==> config.mk <==
export PLATFORM = sky130hd
export DESIGN_NAME = pusch_gold_gen
export DESIGN_NICKNAME = d
export VERILOG_FILES = /design/src/rtl/pusch_gold_gen.sv
export SDC_FILE = /design/constraint.sdc
export NUM_CORES = 1
export LEC_CHECK = 0
export BUFFER_PORTS_ARGS = -buffer_cell sky130_fd_sc_hd__buf_2
export CAP_MARGIN = 0
export CORE_MARGIN = 5
export CORE_UTILIZATION = 51
export DETAILED_ROUTE_END_ITERATION = 7
export PLACE_DENSITY = 0.77
export SYNTH_ARGS = -nofsm -noshare
export SYNTH_HDL_FRONTEND = slang
export SYNTH_SLANG_ARGS = --single-unit
==> constraint.sdc <==
create_clock -name CLK_PR -period 5.4 [get_ports CLK_PR]
set_input_delay 0.54 -clock CLK_PR [delete_from_list [all_inputs] [get_ports CLK_PR]]
set_output_delay 0.54 -clock CLK_PR [all_outputs]
set_load 0.01 [all_outputs]
==> src/rtl/pusch_gold_gen.sv <==
// pusch_gold_gen: length-31 Gold pseudo-random sequence generator c(n) for PUSCH scrambling.
//
// Loaded with c_init and a sequence length, it first shifts the two LFSRs NC times
// (warm-up). It then presents one Gold bit at a time under a valid/advance handshake.
//
// Ports:
//   CLK_PR      in   clock, rising edge
//   RST_PR      in   synchronous reset, active-high
//   EN_PR       in   enable; low freezes all state and masks GOLD_VALID / PR_DONE
//   START_PR    in   load request, honoured only in IDLE
//   C_INIT      in   31-bit x2 initial value
//   SEQ_LEN     in   number of bits to deliver (0 = immediate done)
//   ADV_IN      in   consumer took the current bit
//   Gold_OUT    out  current c(n), 0 outside RUN
//   GOLD_VALID  out  Gold_OUT is valid
//   PR_BUSY     out  state is not IDLE
//   PR_DONE     out  one-cycle pulse after the last bit is consumed
module pusch_gold_gen #(
   parameter int unsigned NC    = 1600,
   parameter int unsigned LEN_W = 16
) (
   input  logic             CLK_PR,
   input  logic             RST_PR,
   input  logic             EN_PR,
   input  logic             START_PR,
   input  logic [30:0]      C_INIT,
   input  logic [LEN_W-1:0] SEQ_LEN,
   input  logic             ADV_IN,
   output logic             Gold_OUT,
   output logic             GOLD_VALID,
   output logic             PR_BUSY,
   output logic             PR_DONE
);

   // Counter only needs to reach NC-1.
   localparam int unsigned WarmW = (NC > 1) ? $clog2(NC) : 1;

   typedef enum logic [1:0] {StIdle, StWarmup, StRun} state_e;

   state_e           r_state;
   logic [30:0]      r_x1;
   logic [30:0]      r_x2;
   logic [WarmW-1:0] r_warm_cnt;
   logic [LEN_W-1:0] r_bit_cnt;
   logic [LEN_W-1:0] r_seq_len;
   logic             r_gold;
   logic             r_done;

   logic [30:0]      w_x1_next;
   logic [30:0]      w_x2_next;
   logic             w_gold_next;
   logic             w_last_warm;
   logic             w_last_bit;

   // bit0 = x(n); the new bit30 is x(n+31).
   assign w_x1_next   = {r_x1[3] ^ r_x1[0], r_x1[30:1]};
   assign w_x2_next   = {r_x2[3] ^ r_x2[2] ^ r_x2[1] ^ r_x2[0], r_x2[30:1]};
   assign w_gold_next = w_x1_next[0] ^ w_x2_next[0];
   assign w_last_warm = (r_warm_cnt == WarmW'(NC - 1));
   assign w_last_bit  = (r_bit_cnt == r_seq_len - LEN_W'(1));

   always_ff @(posedge CLK_PR) begin
      if (RST_PR) begin
         r_state    <= StIdle;
         r_x1       <= '0;
         r_x2       <= '0;
         r_warm_cnt <= '0;
         r_bit_cnt  <= '0;
         r_seq_len  <= '0;
         r_gold     <= 1'b0;
         r_done     <= 1'b0;
      end else if (EN_PR) begin
         r_done <= 1'b0;
         unique case (r_state)
            StIdle: begin
               if (START_PR) begin
                  if (SEQ_LEN != '0) begin
                     r_x1       <= 31'h0000_0001;
                     r_x2       <= C_INIT;
                     r_seq_len  <= SEQ_LEN;
                     r_warm_cnt <= '0;
                     r_bit_cnt  <= '0;
                     r_state    <= StWarmup;
                  end else begin
                     r_done <= 1'b1;
                  end
               end
            end
            StWarmup: begin
               r_x1       <= w_x1_next;
               r_x2       <= w_x2_next;
               r_warm_cnt <= r_warm_cnt + WarmW'(1);
               if (w_last_warm) begin
                  // Register the first bit so Gold_OUT is valid on RUN entry.
                  r_gold    <= w_gold_next;
                  r_bit_cnt <= '0;
                  r_state   <= StRun;
               end
            end
            StRun: begin
               if (ADV_IN) begin
                  r_x1      <= w_x1_next;
                  r_x2      <= w_x2_next;
                  r_bit_cnt <= r_bit_cnt + LEN_W'(1);
                  if (w_last_bit) begin
                     r_gold  <= 1'b0;
                     r_done  <= 1'b1;
                     r_state <= StIdle;
                  end else begin
                     r_gold <= w_gold_next;
                  end
               end
            end
            default: r_state <= StIdle;
         endcase
      end
   end

   assign Gold_OUT   = r_gold;
   assign GOLD_VALID = (r_state == StRun) & EN_PR;
   assign PR_BUSY    = (r_state != StIdle);
   assign PR_DONE    = r_done & EN_PR;

endmodule
==> implementation parameters, run 1 <==
Parameter                              Value

GRT
  First-pass GRT wire length ... between 15000 and 20000 um
  Vias in the first global route ... roughly 4300
  Initial antenna violation count ... 0
  Maximum number of pins on one net before global-route repair ... 93
  Combined global-route utilization of all metal layers ... 0.182
  Grt total ovfl ... 0

STA
  Final critical path time including I/O delays and setup ... 2.84 ns
  Least-Margin Pin Slew ... 1.17 ns
  Relative max-transition margin ... 0.220
  Fin crit share ... 0.526
  Peak clock frequency supported by timing ... approximately 0.35 GHz
  Hold violation total from the final report ... 0
  Final setup vio count ... 0
  Clock Skew ... 0.0196 ns
  Slew Viols, Final ... 0
  RSZ-0062 raised after global routing ... false
  Accumulated negative setup slack ... 0 ns

Final layout
  Count of nets after finishing ... between 700 and 800
  Final instance area ... 5860 sq um
  Number of antenna repair diodes ... 0
  Fraction of layout instances using a drive strength above 1 ... 0.143
  Post-synthesis to final-layout area growth ... 9.31%

Floorplan
  Std-Cell Core Area ... between 10000 and 15000 sq um
  Number of placed I/O pins ... 56
  Starting density of the core ... 0.522
  Die height ... ~110 um
  Width of the die ... 113 um
  Die area ... 12700 sq um
  Number of standard-cell rows in the floorplan ... 37

Routing
  Antenna violation net count after detailed routing ... 0
  Routed wire length per instance ... approximately 15 um
  Avg Vias per Cell ... ~5.7
  Drt pass-1 iters ... 4
  Total wire length ... 11500 um
  DRC violations left ... 0
  Initial DRC count ... 289
  Vias after detailed routing ... 4524

Pwr
  Relative contribution of sequential cells to total power ... 0.504
  Share of power burned in combinational logic ... 0.197
  Share of power burned in the clock network ... 0.299
  Internal ... ~1.2 mW
  Switching share of power ... 0.301
  Leakage power ... 2.07 nW
  Power density over cell area ... 298 nW/um^2
  Power dissipated by switching net loads ... about 0.53 mW
  Largest vdd supply drop ... ~0.20 mV

CTS
  Clock tree root buffer cell ... sky130_fd_sc_hd__clkbuf_8
  Clock sink count ... between 100 and 150
  Cts-stage hold buffer count ... 0
  Htree depth ... 3
  Setup fix buffers added after clock tree synthesis ... 0
  TritonCTS clock tree ... done
  Number of buffers inserted during clock tree synthesis ... 9
  Clock slew at the register clock pins of the worst setup and hold paths ... approximately 0.11 ns
  Worst-Skew Late Latency ... 0.38 ns
  Number of gates resized after CTS ... 0
  Max Buffers Root-to-Sink ... 2

Min path
  Worst min path class ... primary input to flip-flop

Logic synthesis
  Predominant post-synthesis flop cell ... sky130_fd_sc_hd__dfxtp_1
  Part of the Yosys area used for sequential elements ... 0.407
  Post-synthesis instance area ... between 5000 and 6000 sq um
  Number of warnings printed during yosys synthesis ... 0
  Syn avg cell area ... 8.54 sq um
  Number of register bits inferred by synthesis ... between 100 and 150
  Fraction of registers with async set/reset ... 0
  Post-synthesis net count ... a little under 700
  Unique masters post-synth ... 51
  Post-synthesis cell count ... between 600 and 700
  Count of flip-flops with a built-in enable after synthesis ... 0

Worst setup path
  Critical Path Start Type ... flip-flop
  Slowest stage delay, CP ... between 0.6 and 0.7 ns
  Cell chain of the critical path ... inv_1 -> ha_1 -> nor2b_1 -> a2111oi_4 -> nand2_1 -> o21ai_2 -> nor2_1
  Worst Path Buf+Inv ... 1
  Arrival time worst endpoint ... just over 3 ns
  Maximum fanout count along the critical path ... 16
  Cell with the largest stage delay on the worst path ... sky130_fd_sc_hd__a2111oi_4
  Kind of cell with the highest combined delay on the critical path ... compound AO/OA/AOI/OAI gates
  Required time at the endpoint of the critical path ... around 5.6 ns
  Crit path kind ... flip-flop to flip-flop
  Kind of capture point of the worst setup path ... flip-flop

Placed design
  Dpl hpwl ... roughly 8100 um
  Placed Instance Area ... between 5000 and 6000 sq um
  GPL Wtd Cong ... around 0.85
  Count of input and output buffers ... 55

Flow run
  Maximum Capacitance Violations ... 0

Run status
  Run status ... finished clean
worst reg2reg max path: stages, from the launching register on:
cell	delay (ns)
sky130_fd_sc_hd__dfxtp_1	0.37
sky130_fd_sc_hd__inv_1	0.10
sky130_fd_sc_hd__ha_1	0.34
sky130_fd_sc_hd__nor2b_1	0.23
sky130_fd_sc_hd__a2111oi_4	0.65
sky130_fd_sc_hd__nand2_1	0.26
sky130_fd_sc_hd__o21ai_2	0.63
sky130_fd_sc_hd__nor2_1	0.13
through the flow:
step | utilization | setup slack (ns) | power, mW | hold slack [ns] | std cells
after floorplan | - | 3.10 | 1.17 | 0.432 | 628
after global placement | 0.550 | 2.55 | 1.23 | 0.438 | 778
after detailed placement | 0.550 | 2.47 | 1.24 | 0.444 | 778
after CTS | 0.570 | 2.54 | 1.76 | 0.396 | 794
after global routing | 0.570 | 2.28 | 1.84 | 0.423 | 794
final | 0.570 | 2.56 | 1.75 | 0.419 | 794
state kept, by name (all words and copies together) (netlist names):
register and cells:
r_x2 31, r_warm_cnt 11, r_x1 31, r_seq_len 16
r_state 2, Gold_OUT 1, r_done 1, r_bit_cnt 16
cells in the mapped netlist (all sizes together) (2+ instances only):
| cell type | instances | area share |
|---|---|---|
| and2 | 4 | 0.0047 |
| nor4 | 12 | 0.017 |
| xnor2 | 23 | 0.038 |
| nand3b | 3 | 0.0042 |
| clkbuf | 33 | 0.023 |
| a211o | 2 | 0.0033 |
| nor3 | 18 | 0.021 |
| buf | 12 | 0.013 |
| a221oi | 2 | 0.0033 |
| ha | 7 | 0.016 |
| o211ai | 3 | 0.0042 |
| a21oi | 44 | 0.041 |
| and3 | 8 | 0.0096 |
| nand2 | 54 | 0.038 |
| and4 | 6 | 0.0098 |
| mux2i | 47 | 0.088 |
| a311oi | 2 | 0.0033 |
| a41oi | 4 | 0.0065 |
| inv | 12 | 0.0084 |
| a41o | 2 | 0.0037 |
| a31oi | 3 | 0.0035 |
| nand3 | 41 | 0.041 |
| dfxtp | 109 | 0.41 |
| nand4 | 8 | 0.0093 |
| or2 | 4 | 0.0047 |
| nor3b | 4 | 0.0056 |
| xor2 | 15 | 0.024 |
| nor2 | 75 | 0.054 |
| a211oi | 33 | 0.046 |
| o21ai | 15 | 0.015 |
| nand2b | 2 | 0.0023 |
| o2111ai | 2 | 0.0033 |
| or3 | 10 | 0.012 |
cells in the final DEF, fill, tap and decap left out, types with 6 or more instances in the layout:
cell,count
sky130_fd_sc_hd__inv_1,12
sky130_fd_sc_hd__nand4_1,8
sky130_fd_sc_hd__xnor2_1,23
sky130_fd_sc_hd__nand3_1,40
sky130_fd_sc_hd__nand2_1,54
sky130_fd_sc_hd__clkbuf_8,10
sky130_fd_sc_hd__and3_1,6
sky130_fd_sc_hd__nor3_1,13
sky130_fd_sc_hd__dfxtp_1,109
sky130_fd_sc_hd__xor2_1,15
sky130_fd_sc_hd__or3_1,10
sky130_fd_sc_hd__and4_1,6
sky130_fd_sc_hd__nor2_1,71
sky130_fd_sc_hd__o21ai_0,14
sky130_fd_sc_hd__nor4_1,11
sky130_fd_sc_hd__a21oi_1,44
sky130_fd_sc_hd__buf_2,55
sky130_fd_sc_hd__ha_1,6
sky130_fd_sc_hd__mux2i_1,47
sky130_fd_sc_hd__a211oi_1,33
path summary, 6_finish.rpt:
path	start	endpoint	slack, ns	depth (start not counted)
max	r_state[0]	r_bit_cnt[15]	2.56	7
min	SEQ_LEN[4]	r_seq_len[4]	0.42	3
max reg2reg	r_state[0]	r_bit_cnt[15]	2.56	7
min reg2reg	r_x1[24]	r_x1[24]	0.46	2
area by class of cell:
cell class | count | area (sq um)
Clock buffer | 12 | 145
Clock inverter | 4 | 61.3
Fill cell | 935 | 4410
Inverter | 12 | 45.0
Multi-Input combinational cell | 462 | 2950
Sequential cell | 109 | 2180
Tap cell | 136 | 170
Timing Repair Buffer | 59 | 305
cells by family (layout without fill, tap and decap cells):
family | after synthesis | in the layout | synth area share
DFF | 109 | 109 | 0.407
adders and majority gates | 7 | 7 | 0.0163
and+or+nand+nor | 252 | 252 | 0.237
xor gates and xnor gates | 38 | 38 | 0.0620
buffers and inverters | 57 | 87 | 0.0441
muxes | 47 | 47 | 0.0877
AOI/OAI and AO/OA | 118 | 118 | 0.146
routing by layer:
metal / share of wire / vias up / GRT usage
li1: - / 2289 / -
met1: 0.45 / 2135 / 0.218
met2: 0.49 / 87 / 0.316
met3: 0.047 / 13 / 0.0518
met4: 0.013 / 0 / 0.0529
met5: 0 / - / 0
power by group through the flow:
stage | clock (mW) | sequential (mW) | combinational [mW]
3_5_place_dp | 0 | 0.898 | 0.343
3_3_place_gp | 0 | 0.896 | 0.329
2_1_floorplan | 0 | 0.886 | 0.281
4_1_cts | 0.537 | 0.881 | 0.345
6_report | 0.522 | 0.881 | 0.345
5_1_grt | 0.567 | 0.886 | 0.386
No activity file was read; power rests on OpenSTA's default activity.
==> run 2, diff against run 1 <==
--- a/config.mk
+++ b/config.mk
@@ -5,12 +5,13 @@
 export SDC_FILE = /design/constraint.sdc
 export NUM_CORES = 1
 export LEC_CHECK = 0
+export ABC_AREA = 1
 export BUFFER_PORTS_ARGS = -buffer_cell sky130_fd_sc_hd__buf_2
 export CAP_MARGIN = 0
 export CORE_MARGIN = 5
 export CORE_UTILIZATION = 51
 export DETAILED_ROUTE_END_ITERATION = 7
-export PLACE_DENSITY = 0.77
+export PLACE_DENSITY = 0.79
 export SYNTH_ARGS = -nofsm -noshare
 export SYNTH_HDL_FRONTEND = slang
 export SYNTH_SLANG_ARGS = --single-unit
==> constraint.sdc (replaced) <==
create_clock -name CLK_PR -period 2.4 [get_ports CLK_PR]
set_input_delay 0.24 -clock CLK_PR [delete_from_list [all_inputs] [get_ports CLK_PR]]
set_output_delay 0.24 -clock CLK_PR [all_outputs]
set_load 0.01 [all_outputs]
==> run 2 against run 1 <==
- via count grew 16%
- first-iteration DRC count grew 9.7%
- global-route usage grew 0.83 points
- cell count grew 27%
- worst hold slack lost 0.25 ns
- sequential share of layout area shrank 3.4 points
- clock skew shrank 0.011 ns
- fmax grew 31%
- largest cell class unchanged
- largest power group unchanged
==> implementation parameters, run 2 <==
Parameter                              Value

Logic synthesis
  Post-Synth Simple-Gate Area ... 0.300 (was 0.237)
  Syn avg cell area ... 7.02 sq um (was 8.54 sq um)
  Part of the Yosys area used for sequential elements ... 0.377 (was 0.407)
  Unique masters post-synth ... 39 (was 51)
  Top cells by area, synth ... sky130_fd_sc_hd__dfxtp_1 (38%), sky130_fd_sc_hd__nand2_1 (11%), sky130_fd_sc_hd__a21oi_1 (8.4%) (was sky130_fd_sc_hd__dfxtp_1 (41%), sky130_fd_sc_hd__mux2i_1 (8.8%), sky130_fd_sc_hd__nor2_1 (5.0%))
  Post-synthesis cell count ... 823 (was 628)
  Top post-synthesis cells by count ... sky130_fd_sc_hd__nand2_1 (173), sky130_fd_sc_hd__dfxtp_1 (109), sky130_fd_sc_hd__a21oi_1 (97) (was sky130_fd_sc_hd__dfxtp_1 (109), sky130_fd_sc_hd__nor2_1 (71), sky130_fd_sc_hd__nand2_1 (54))
  Compound-cell area share of the yosys netlist ... 0.179 (was 0.146)
  Predominant post-synthesis flop cell ... sky130_fd_sc_hd__dfxtp_1 (unchanged)
  Yosys top cell area share ... 0.377 (was 0.407)
  Combinational family with the most area after synthesis ... simple AND/OR/NAND/NOR gates (unchanged)
  Fraction of registers with async set/reset ... 0 (unchanged)
  Post-synthesis instance area ... 5780 sq um (was 5360 sq um)
  Post-synthesis net count ... 882 (was 687)
  Most area-hungry cell type in the Yosys netlist ... sky130_fd_sc_hd__dfxtp_1 (unchanged)
  Fraction of synthesized area in multiplexers ... 0 (was 0.0877)
  Count of flip-flops with a built-in enable after synthesis ... 0 (unchanged)
  Post-synthesis xor/xnor area fraction ... 0.0364 (was 0.0620)
  Number of register bits inferred by synthesis ... 109 (unchanged)
  Synth Area in Adders ... 0.0152 (was 0.0163)
  Number of warnings printed during yosys synthesis ... 0 (unchanged)
  Cell with the most instances after synthesis ... sky130_fd_sc_hd__nand2_1 (was sky130_fd_sc_hd__dfxtp_1)

Worst setup path
  Cell chain of the critical path ... inv_1 -> ha_1 -> a21oi_2 -> nand2_1 -> inv_2 -> nand2_2 -> nor2_4 -> inv_2 -> nor2_1 -> nand2_1 -> o21ai_1 -> a21oi_1 (was inv_1 -> ha_1 -> nor2b_1 -> a2111oi_4 -> nand2_1 -> o21ai_2 -> nor2_1)
  Cell with the largest stage delay on the worst path ... sky130_fd_sc_hd__dfxtp_1 (was sky130_fd_sc_hd__a2111oi_4)
  Maximum fanout count along the critical path ... 13 (was 16)
  Kind of cell with the highest combined delay on the critical path ... simple AND/OR/NAND/NOR gates (was compound AO/OA/AOI/OAI gates)
  Slowest stage delay, CP ... 0.38 ns (was 0.65 ns)
  Required time at the endpoint of the critical path ... 2.63 ns (was 5.63 ns)
  Arrival time worst endpoint ... 2.40 ns (was 3.07 ns)
  Critical Path Start Type ... flip-flop (unchanged)
  Worst Path Buf+Inv ... 3 (was 1)
  Kind of capture point of the worst setup path ... flip-flop (unchanged)
  Crit path kind ... flip-flop to flip-flop (unchanged)
  R2R Setup Slk ... 0.23 ns (was 2.56 ns)

Routing
  Drt pass-1 iters ... 5 (was 4)
  DRC violations left ... 0 (unchanged)
  Routed wire length per instance ... 12.2 um (was 14.5 um)
  Vias after detailed routing ... 5260 (was 4524)
  Antenna violation net count after detailed routing ... 0 (unchanged)
  Total wire length ... 12300 um (was 11500 um)
  Avg Vias per Cell ... 5.22 (was 5.70)
  Initial DRC count ... 317 (was 289)

Pwr
  Largest vdd supply drop ... 0.428 mV (was 0.202 mV)
  Leakage power ... 2.60 nW (was 2.07 nW)
  Overall Power ... 4.32 mW (was 1.75 mW)
  Power density over cell area ... 669 nW/um^2 (was 298 nW/um^2)

GRT
  GRT Max-Usage Layer ... met2 (unchanged)
  Grt total ovfl ... 0 (unchanged)
  Met2 usage ... 0.307 (was 0.316)
  Combined global-route utilization of all metal layers ... 0.190 (was 0.182)
  Met1 Track Usage GR ... 0.245 (was 0.218)
  Met3 track utilization from global routing ... 0.0378 (was 0.0518)
  Maximum number of pins on one net before global-route repair ... 64 (was 93)
  Vias in the first global route ... 4781 (was 4317)
  First-pass GRT wire length ... 20900 um (was 19500 um)
  Initial antenna violation count ... 1 (was 0)

CTS
  Cts-stage hold buffer count ... 0 (unchanged)
  Setup fix buffers added after clock tree synthesis ... 0 (unchanged)
  Clock sink count ... 109 (unchanged)
  Htree depth ... 3 (unchanged)
  Worst-Skew Late Latency ... 0.35 ns (was 0.38 ns)
  Number of gates resized after CTS ... 0 (unchanged)
  Clock slew at the register clock pins of the worst setup and hold paths ... 0.07 ns (was 0.11 ns)
  Max Buffers Root-to-Sink ... 2 (unchanged)
  Clock tree root buffer cell ... sky130_fd_sc_hd__clkbuf_16 (was sky130_fd_sc_hd__clkbuf_8)
  TritonCTS clock tree ... done (unchanged)
  Number of buffers inserted during clock tree synthesis ... 9 (unchanged)

Placed design
  Count of input and output buffers ... 55 (unchanged)
  Placed Instance Area ... 6150 sq um (was 5660 sq um)
  Placed Cells ... 990 (was 778)
  GPL Wtd Cong ... 0.857 (was 0.854)
  Setup slack at placement ... 0.259 ns (was 2.47 ns)
  Dpl hpwl ... 8740 um (was 8080 um)

STA
  Clock Skew ... 0.00838 ns (was 0.0196 ns)
  Worst hold slack across all endpoints ... 0.170 ns (was 0.419 ns)
  Slew Viols, Final ... 0 (unchanged)
  Relative max-transition margin ... 0.633 (was 0.220)
  Least-Margin Pin Slew ... 0.547 ns (was 1.17 ns)
  Post-route worst setup slack ... 0.230 ns (was 2.56 ns)
  Accumulated negative setup slack ... 0 ns (unchanged)
  Hold violation total from the final report ... 0 (unchanged)
  Fin crit share ... 0.904 (was 0.526)
  Peak clock frequency supported by timing ... 0.461 GHz (was 0.352 GHz)
  Final critical path time including I/O delays and setup ... 2.17 ns (was 2.84 ns)
  Final setup vio count ... 0 (unchanged)
  RSZ-0062 raised after global routing ... false (unchanged)

Final layout
  Count of nets after finishing ... 920 (was 712)
  Count of non-filler cells in the finished layout ... 1007 (was 794)
  Commonest non-fill, non-tap cell in the layout ... sky130_fd_sc_hd__nand2_1 (was sky130_fd_sc_hd__dfxtp_1)
  Post-synthesis to final-layout area growth ... 11.7% (was 9.31%)
  Leading cell types in the layout, fill and taps excluded ... sky130_fd_sc_hd__nand2_1 (173), sky130_fd_sc_hd__dfxtp_1 (109), sky130_fd_sc_hd__a21oi_1 (97) (was sky130_fd_sc_hd__dfxtp_1 (109), sky130_fd_sc_hd__nor2_1 (71), sky130_fd_sc_hd__buf_2 (55))
  Final core utilization ... 0.588 (was 0.570)
  Final instance area ... 6460 sq um (was 5860 sq um)
  Fraction of layout instances using a drive strength above 1 ... 0.157 (was 0.143)
  Number of filler instances in the final layout ... 1014 (was 935)
  Biggest regs ... r_x1 x31, r_x2 x31 (unchanged)

Floorplan
  Number of placed I/O pins ... 56 (unchanged)
  Width of the die ... 116 um (was 113 um)
  Number of standard-cell rows in the floorplan ... 38 (was 37)
  Die area ... 13600 sq um (was 12700 sq um)
  Std-Cell Core Area ... 11000 sq um (was 10300 sq um)
  Die height ... 116 um (was 113 um)
  Starting density of the core ... 0.526 (was 0.522)

Run status
  Run status ... finished clean (unchanged)

Min path
  Worst min path class ... primary input to flip-flop (unchanged)

Flow run
  Maximum Capacitance Violations ... 0 (unchanged)
==> run 2: changes by cell type after synthesis, sizes merged, moves of 10 or more <==
| cell | before | now |
|---|---|---|
| xnor2 | 23 | 13 |
| a21oi | 44 | 101 |
| inv | 12 | 92 |
| or3 | 10 | 0 |
| nand3b | 3 | 37 |
| a211oi | 33 | 4 |
| nand2 | 54 | 184 |
| nand3 | 41 | 31 |
| mux2i | 47 | 0 |
| o21ai | 15 | 87 |
==> run 2: layout make-up <==
cell class	instances	area, sq um	share of cell area
repair buffers	66	370	0.0573
clock buffers	12	267	0.0413
clock inverters	4	36.3	0.00562
well taps	140	175	0.0271
inverters	93	349	0.0540
multi-input cells	582	3080	0.476
flip-flops and latches	109	2180	0.338
diodes	1	2.50	0.000387
==> run 2: path summary, 6_finish.rpt <==
check | startpoint | endpoint | cells past startpoint
max | r_state[1] | r_bit_cnt[4] | 12
min | SEQ_LEN[13] | r_seq_len[13] | 3
max reg2reg | r_state[1] | r_bit_cnt[4] | 12
min reg2reg | r_x2[14] | r_x2[14] | 2
==> run 2: worst min-delay path: stages <==
cell	delay, ns
sky130_fd_sc_hd__buf_2	0.09
sky130_fd_sc_hd__o21ai_0	0.08
sky130_fd_sc_hd__nor2_1	0.08
==> run 2: kinds of logic (layout without fill, tap and decap cells) <==
group | after synthesis | count (layout)
flip-flops | 109 | 109
adder cells (fa/ha/maj) | 7 | 7
AND/OR/NAND/NOR | 355 | 355
XOR/XNOR | 24 | 24
other | 0 | 1
buffers and inverters | 132 | 175
AO/OA/AOI/OAI | 196 | 196
==> run 2: report_power, final <==
part	internal, mW	total [mW]	leakage, nW	switching, mW
logic	0.307	0.866	1.57	0.559
registers	1.91	1.96	0.888	0.0568
clock network	0.805	1.49	0.148	0.686
==> run 2: per-layer routing <==
layer	vias up	routed length, um
met5	-	0
met4	0	248
met3	17	550
met2	94	5790
met1	2384	5680
li1	2765	-
